==> src/rtl/csr_timer_bank_if.sv <==
// ============================================================================
// Module      : csr_timer_bank_if
// Description : Shared CSR read/write port bundle used by csr_timer_bank.
// Revision    : 1.0 - initial release
// ============================================================================
`default_nettype none

interface csr_timer_bank_if;
  logic [13:0] csr_num;
  logic        csr_we;
  logic [31:0] csr_wmask;
  logic [31:0] csr_wvalue;
  logic [31:0] csr_rvalue;
  logic        csr_hit;

  modport master (
    output csr_num, csr_we, csr_wmask, csr_wvalue,
    input  csr_rvalue, csr_hit
  );

  modport slave (
    input  csr_num, csr_we, csr_wmask, csr_wvalue,
    output csr_rvalue, csr_hit
  );
endinterface

`default_nettype wire

==> src/rtl/csr_timer_bank.sv <==
// ============================================================================
// Module      : csr_timer_bank
// Description : NUM_TIMERS independent TCFG/TVAL/TICLR timer channels with
//               registered interrupt-pending lines; optional 64-bit stable
//               counter built when CSR_STABLE_CNT_EN is defined.
// Revision    : 1.0 - initial release
// ============================================================================
`default_nettype none

module csr_timer_bank #(
  parameter int          NUM_TIMERS = 2,
  parameter int          TIMER_W    = 32,
  parameter logic [13:0] CSR_BASE   = 14'h0041
) (
  input  wire logic                  clk,
  input  wire logic                  reset,
  csr_timer_bank_if.slave            csr,
  output logic [NUM_TIMERS-1:0]      timer_int,
  output logic [63:0]                stable_cnt
);

  localparam logic [13:0] SPAN    = 14'(4 * NUM_TIMERS);
  localparam logic [1:0]  R_TCFG  = 2'd0;
  localparam logic [1:0]  R_TVAL  = 2'd1;
  localparam logic [1:0]  R_TICLR = 2'd3;

  logic [13:0] offset;
  logic        in_range;
  logic [1:0]  reg_sel;
  logic [31:0] tcfg_rd [NUM_TIMERS];
  logic [31:0] tval_rd [NUM_TIMERS];

  // Wrap-around of the subtraction puts numbers below CSR_BASE out of range.
  assign offset   = csr.csr_num - CSR_BASE;
  assign in_range = (offset < SPAN);
  assign reg_sel  = offset[1:0];
  assign csr.csr_hit = in_range && (reg_sel != 2'd2);

  for (genvar i = 0; i < NUM_TIMERS; i++) begin : g_chan
    logic                 en;
    logic                 periodic;
    logic [TIMER_W-3:0]   initv;
    logic [TIMER_W-1:0]   cnt;
    logic                 pending;
    logic                 chan_match;
    logic                 tcfg_we;
    logic                 ticlr_we;
    logic [TIMER_W-1:0]   cfg_old;
    logic [TIMER_W-1:0]   cfg_new;

    assign chan_match = in_range && (offset[3:2] == 2'(i));
    assign tcfg_we    = csr.csr_we && chan_match && (reg_sel == R_TCFG);
    assign ticlr_we   = csr.csr_we && chan_match && (reg_sel == R_TICLR)
                        && csr.csr_wmask[0] && csr.csr_wvalue[0];

    assign cfg_old = {initv, periodic, en};
    assign cfg_new = (csr.csr_wmask[TIMER_W-1:0] & csr.csr_wvalue[TIMER_W-1:0])
                   | (~csr.csr_wmask[TIMER_W-1:0] & cfg_old);

    always_ff @(posedge clk) begin
      if (reset) begin
        en       <= 1'b0;
        periodic <= 1'b0;
        initv    <= '0;
        cnt      <= '1;
        pending  <= 1'b0;
      end else begin
        if (tcfg_we) begin
          en       <= cfg_new[0];
          periodic <= cfg_new[1];
          initv    <= cfg_new[TIMER_W-1:2];
        end

        // A config write always owns the counter: load when enabling, hold otherwise.
        if (tcfg_we) begin
          if (cfg_new[0]) begin
            cnt <= {cfg_new[TIMER_W-1:2], 2'b00};
          end
        end else if (en && (cnt != '1)) begin
          if ((cnt == '0) && periodic) begin
            cnt <= {initv, 2'b00};
          end else begin
            cnt <= cnt - 1'b1;
          end
        end

        if (en && (cnt == '0)) begin
          pending <= 1'b1;
        end else if (ticlr_we) begin
          pending <= 1'b0;
        end
      end
    end

    assign tcfg_rd[i]   = 32'(cfg_old);
    assign tval_rd[i]   = 32'(cnt);
    assign timer_int[i] = pending;
  end

  always_comb begin
    csr.csr_rvalue = '0;
    for (int j = 0; j < NUM_TIMERS; j++) begin
      if (in_range && (offset[3:2] == 2'(j))) begin
        case (reg_sel)
          R_TCFG:  csr.csr_rvalue = tcfg_rd[j];
          R_TVAL:  csr.csr_rvalue = tval_rd[j];
          default: csr.csr_rvalue = '0;
        endcase
      end
    end
  end

`ifdef CSR_STABLE_CNT_EN
  logic [63:0] stable_q;

  always_ff @(posedge clk) begin
    if (reset) begin
      stable_q <= '0;
    end else begin
      stable_q <= stable_q + 64'd1;
    end
  end

  assign stable_cnt = stable_q;
`else
  assign stable_cnt = '0;
`endif

endmodule

`default_nettype wire

==> src/flat_wrapper.sv <==
// flat-port wrapper written by rule: the top's interface ports become plain ports
module csr_timer_bank_flat 
#(
  parameter int          NUM_TIMERS = 2,
  parameter int          TIMER_W    = 32,
  parameter logic [13:0] CSR_BASE   = 14'h0041
)
  (clk, reset, timer_int, stable_cnt, csr_csr_num, csr_csr_we, csr_csr_wmask, csr_csr_wvalue, csr_csr_rvalue, csr_csr_hit);
  csr_timer_bank_if csr_i ();
  input  wire logic clk;
  input  wire logic reset;
  output logic [NUM_TIMERS-1:0] timer_int;
  output logic [63:0] stable_cnt;
  input wire logic [$bits(csr_i.csr_num)-1:0] csr_csr_num;
  input wire logic [$bits(csr_i.csr_we)-1:0] csr_csr_we;
  input wire logic [$bits(csr_i.csr_wmask)-1:0] csr_csr_wmask;
  input wire logic [$bits(csr_i.csr_wvalue)-1:0] csr_csr_wvalue;
  output wire logic [$bits(csr_i.csr_rvalue)-1:0] csr_csr_rvalue;
  output wire logic [$bits(csr_i.csr_hit)-1:0] csr_csr_hit;
  assign csr_i.csr_num = csr_csr_num;
  assign csr_i.csr_we = csr_csr_we;
  assign csr_i.csr_wmask = csr_csr_wmask;
  assign csr_i.csr_wvalue = csr_csr_wvalue;
  assign csr_csr_rvalue = csr_i.csr_rvalue;
  assign csr_csr_hit = csr_i.csr_hit;
  csr_timer_bank #(.NUM_TIMERS(NUM_TIMERS), .TIMER_W(TIMER_W), .CSR_BASE(CSR_BASE)) u_core (.clk(clk), .reset(reset), .csr(csr_i), .timer_int(timer_int), .stable_cnt(stable_cnt));
endmodule
==> config.mk <==
export PLATFORM = sky130hd
export DESIGN_NAME = csr_timer_bank_flat
export DESIGN_NICKNAME = d
export VERILOG_FILES = /design/src/rtl/csr_timer_bank_if.sv /design/src/rtl/csr_timer_bank.sv /design/src/flat_wrapper.sv
export SDC_FILE = /design/constraint.sdc
export NUM_CORES = 1
export LEC_CHECK = 0
export BUFFER_PORTS_ARGS = -buffer_cell sky130_fd_sc_hd__buf_2
export CORE_ASPECT_RATIO = 0.6
export CORE_UTILIZATION = 30
export CTS_CLUSTER_DIAMETER = 30
export DETAILED_ROUTE_END_ITERATION = 12
export SLEW_MARGIN = 20
export SYNTH_ARGS = -nofsm -noshare
export SYNTH_HDL_FRONTEND = slang
export SYNTH_SLANG_ARGS = --single-unit
==> constraint.sdc <==
create_clock -name clk -period 13.2 [get_ports clk]
set_input_delay 3.96 -clock clk [delete_from_list [all_inputs] [get_ports clk]]
set_output_delay 3.96 -clock clk [all_outputs]
set_load 0.03 [all_outputs]
==> qor.txt <==
PostCTS Resize Cnt = 0
Post-Layout Cell Count = 1689
Top Ports = 180
DRC viols = 0
Crit Path Max Fanout = 22
Drt wl/cell = 20.8 um
Antenna-violating nets left = 0
Crit. End Element = output port
Synth Area in Adders = 1.07%
HP Class = flip-flop to flip-flop
Type of origin of the critical path = primary input
Sequential share of the synthesized area = 27.8%
Vias = 9672
Dominant synthesized flop cell = dfxtp_1
Total negative setup slack = 0 ns
Max Clk Rate = 0.0866 GHz
Die height = 139 um
Crit path kind = primary input to output port
P_leak = 4.17 nW
Synth Area in XOR/XNOR = 3.93%
Commonest non-fill, non-tap cell in the layout = dfxtp_1
Dpl cells = 1656
Routed vias/inst = 5.73
Die W = 230 um
Root Buffer = clkbuf_16
H-tree depth = 4
Top cell by count, worst path = buf_2
Mapped Area = 9370 sq um
Final setup violation count = 0
Placeable Area = 30300 sq um
Fin crit period = 11.55 ns
Arrival @ worst endpoint = 7.59 ns
Layout cell share with drive strength beyond 1 = 14.6%
CTS tree = done
Number of flops mapped to enable cells by yosys = 0
Power Density = 95.3 nW/um^2
Max-Cap Viols = 0
Crit-path cells = buf_2 -> inv_1 -> ha_1 -> or4b_1 -> a211o_1 -> o311ai_0 -> o211a_1 -> nand3b_1 -> buf_4 -> o22ai_1 -> buf_2
Post-Route WL = 35100 um
Pre-antenna DRT Iters = 6
Seq cells post-synth = 130
Die area = 32000 sq um
# Post-CTS Setup Buffers = 0
Avg Inst Size Synth = 7.66 sq um
Total global-route track usage = 21.3%
YS warnings = 0
Vias in the first global route = 8529
Pre-CTS setup slack = 1.65 ns
Gp weighted congestion = 0.917
Simple-Gate Fraction of Synth Area = 19.8%
Total CTS buffers = 17
Clock sinks = 130
Fin. Hold Viols = 0
Worst slew pin tran = 1.13 ns
Largest family of logic cells by synthesized area = compound AO/OA/AOI/OAI gates
Antenna violations before repair = 1
Clock slew at reported path FFs = 0.06 ns
Unrepaired setup endpoints after global routing = no
Cells after Synth = 1223
Area growth syn-to-layout = 12.1%
Post-synthesis cell type count = 70
Final period util = 87.5%
1st-iter DRT viols = 1161
DPL Wire Length = 24100 um
Starting Density = 30.9%
Final Max Tran Viols = 0
Nets = 1356
VDD IR max = 0.0986 mV
First-pass GRT wire length = 52600 um
Hold WS = 0.477 ns
Worst Skew = 0.00803 ns
Core Util, Final = 34.6%
Slew margin rel. = 24.6%
Final worst slack = 1.65 ns
Total gr overflow = 0
Status = finished clean
# rows = 49
Post-synthesis async set-or-reset flop share = 0%
Slowest-stage cell, CP = or4b_1
Most frequent cells in the layout = 130 x dfxtp_1, 114 x buf_2, 103 x nor2_1, 94 x nand2_1, 71 x a21oi_1
Largest net degree at the start of global routing = 68
Mux cell area share after synthesis = 4.49%
Worst skew pair latency = 0.44 ns
Slowest stage delay, CP = 0.55 ns
Hold-fix buffer count after cts = 0
CTS max path bufs = 2
Worst Path Required = 9.24 ns
Post-synthesis compound-gate area fraction = 31.2%
Port Buffer Count = 115
[critical path, delay by kind of cell]
kind	cells	cell delay, ns
buffers and inverters	4	1.00
adder cells (fa/ha/maj)	1	0.32
AO/OA/AOI/OAI	4	1.23
AND/OR/NAND/NOR	2	1.08
[worst paths after layout]
kind	from	endpoint	slack (ns)	depth (start not counted)
setup / recovery	csr_csr_num[0]	csr_csr_rvalue[6]	1.65	11
hold / removal	u_core.g_chan[1].initv[24]	u_core.g_chan[1].initv[24]	0.48	2
setup reg to reg	u_core.g_chan[1].cnt[9]	u_core.g_chan[1].cnt[13]	9.42	8
hold reg to reg	u_core.g_chan[1].initv[24]	u_core.g_chan[1].initv[24]	0.48	2
[layer usage]
metal / vias to the layer above / track usage (%) / share of wire [%]
met4: 0 / 4.50 / 1.2
li1: 4516 / - / -
met2: 460 / 29.9 / 42
met1: 4666 / 31.8 / 47
met5: - / 0 / 0
met3: 30 / 6.21 / 11
[synthesized netlist by cell type (all sizes together) (26+ instances only)]
cell type    n  area, sq um
dfxtp      130         2600
nor2       105          397
nand2       96          368
buf        108          747
a211oi      28          215
inv         37          139
a21oi       72          364
a22oi       64          480
o21ai       72          364
a211o       27          236
clkbuf      56          213
a31oi       26          163
mux2i       42          420
o22ai       49          307
[sequential cells by signal, summed over array words and instances, names as in the netlist, named ones only]
signal / cells
u_core.g_chan.pending: 2
u_core.g_chan.initv: 60
u_core.g_chan.en: 2
u_core.g_chan.cnt: 64
[cell families (layout without fill, tap and decap cells)]
| kind of cell | after synthesis | in the layout |
|---|---|---|
| AOI/OAI and AO/OA | 430 | 430 |
| adders and majority gates | 8 | 8 |
| other | 1 | 65 |
| muxes | 42 | 42 |
| buffers and inverters | 201 | 195 |
| and+or+nand+nor | 369 | 369 |
| xor gates and xnor gates | 42 | 42 |
| DFF | 130 | 130 |
[cell type report]
class                           count  area (sq um)
Clock buffer                       24           512
Clock inverter                      8           123
Timing Repair Buffer              126           661
Tap cell                          408           510
Inverter                           37           139
Fill cell                        3199         19800
Multi-Input combinational cell    955          5960
Sequential cell                   130          2600
Antenna cell                        1          2.50
[report_power, final]
part | total [mW] | leakage (nW) | internal [mW] | switching [mW]
logic | 0.0894 | 2.82 | 0.0203 | 0.0691
registers | 0.392 | 1.05 | 0.392 | 0.00000594
clock network | 0.519 | 0.304 | 0.327 | 0.193
[stage by stage]
| step | area [sq um] | power (mW) |
|---|---|---|
| after detailed placement | 9870 | 0.488 |
| final | 10500 | 1.00 |
| after CTS | 10500 | 1.00 |
| after global routing | 10500 | 1.02 |
| after global placement | 9870 | 0.489 |
| after floorplan | 9610 | 0.467 |
Note: power is estimated with default switching activity, not from simulation.
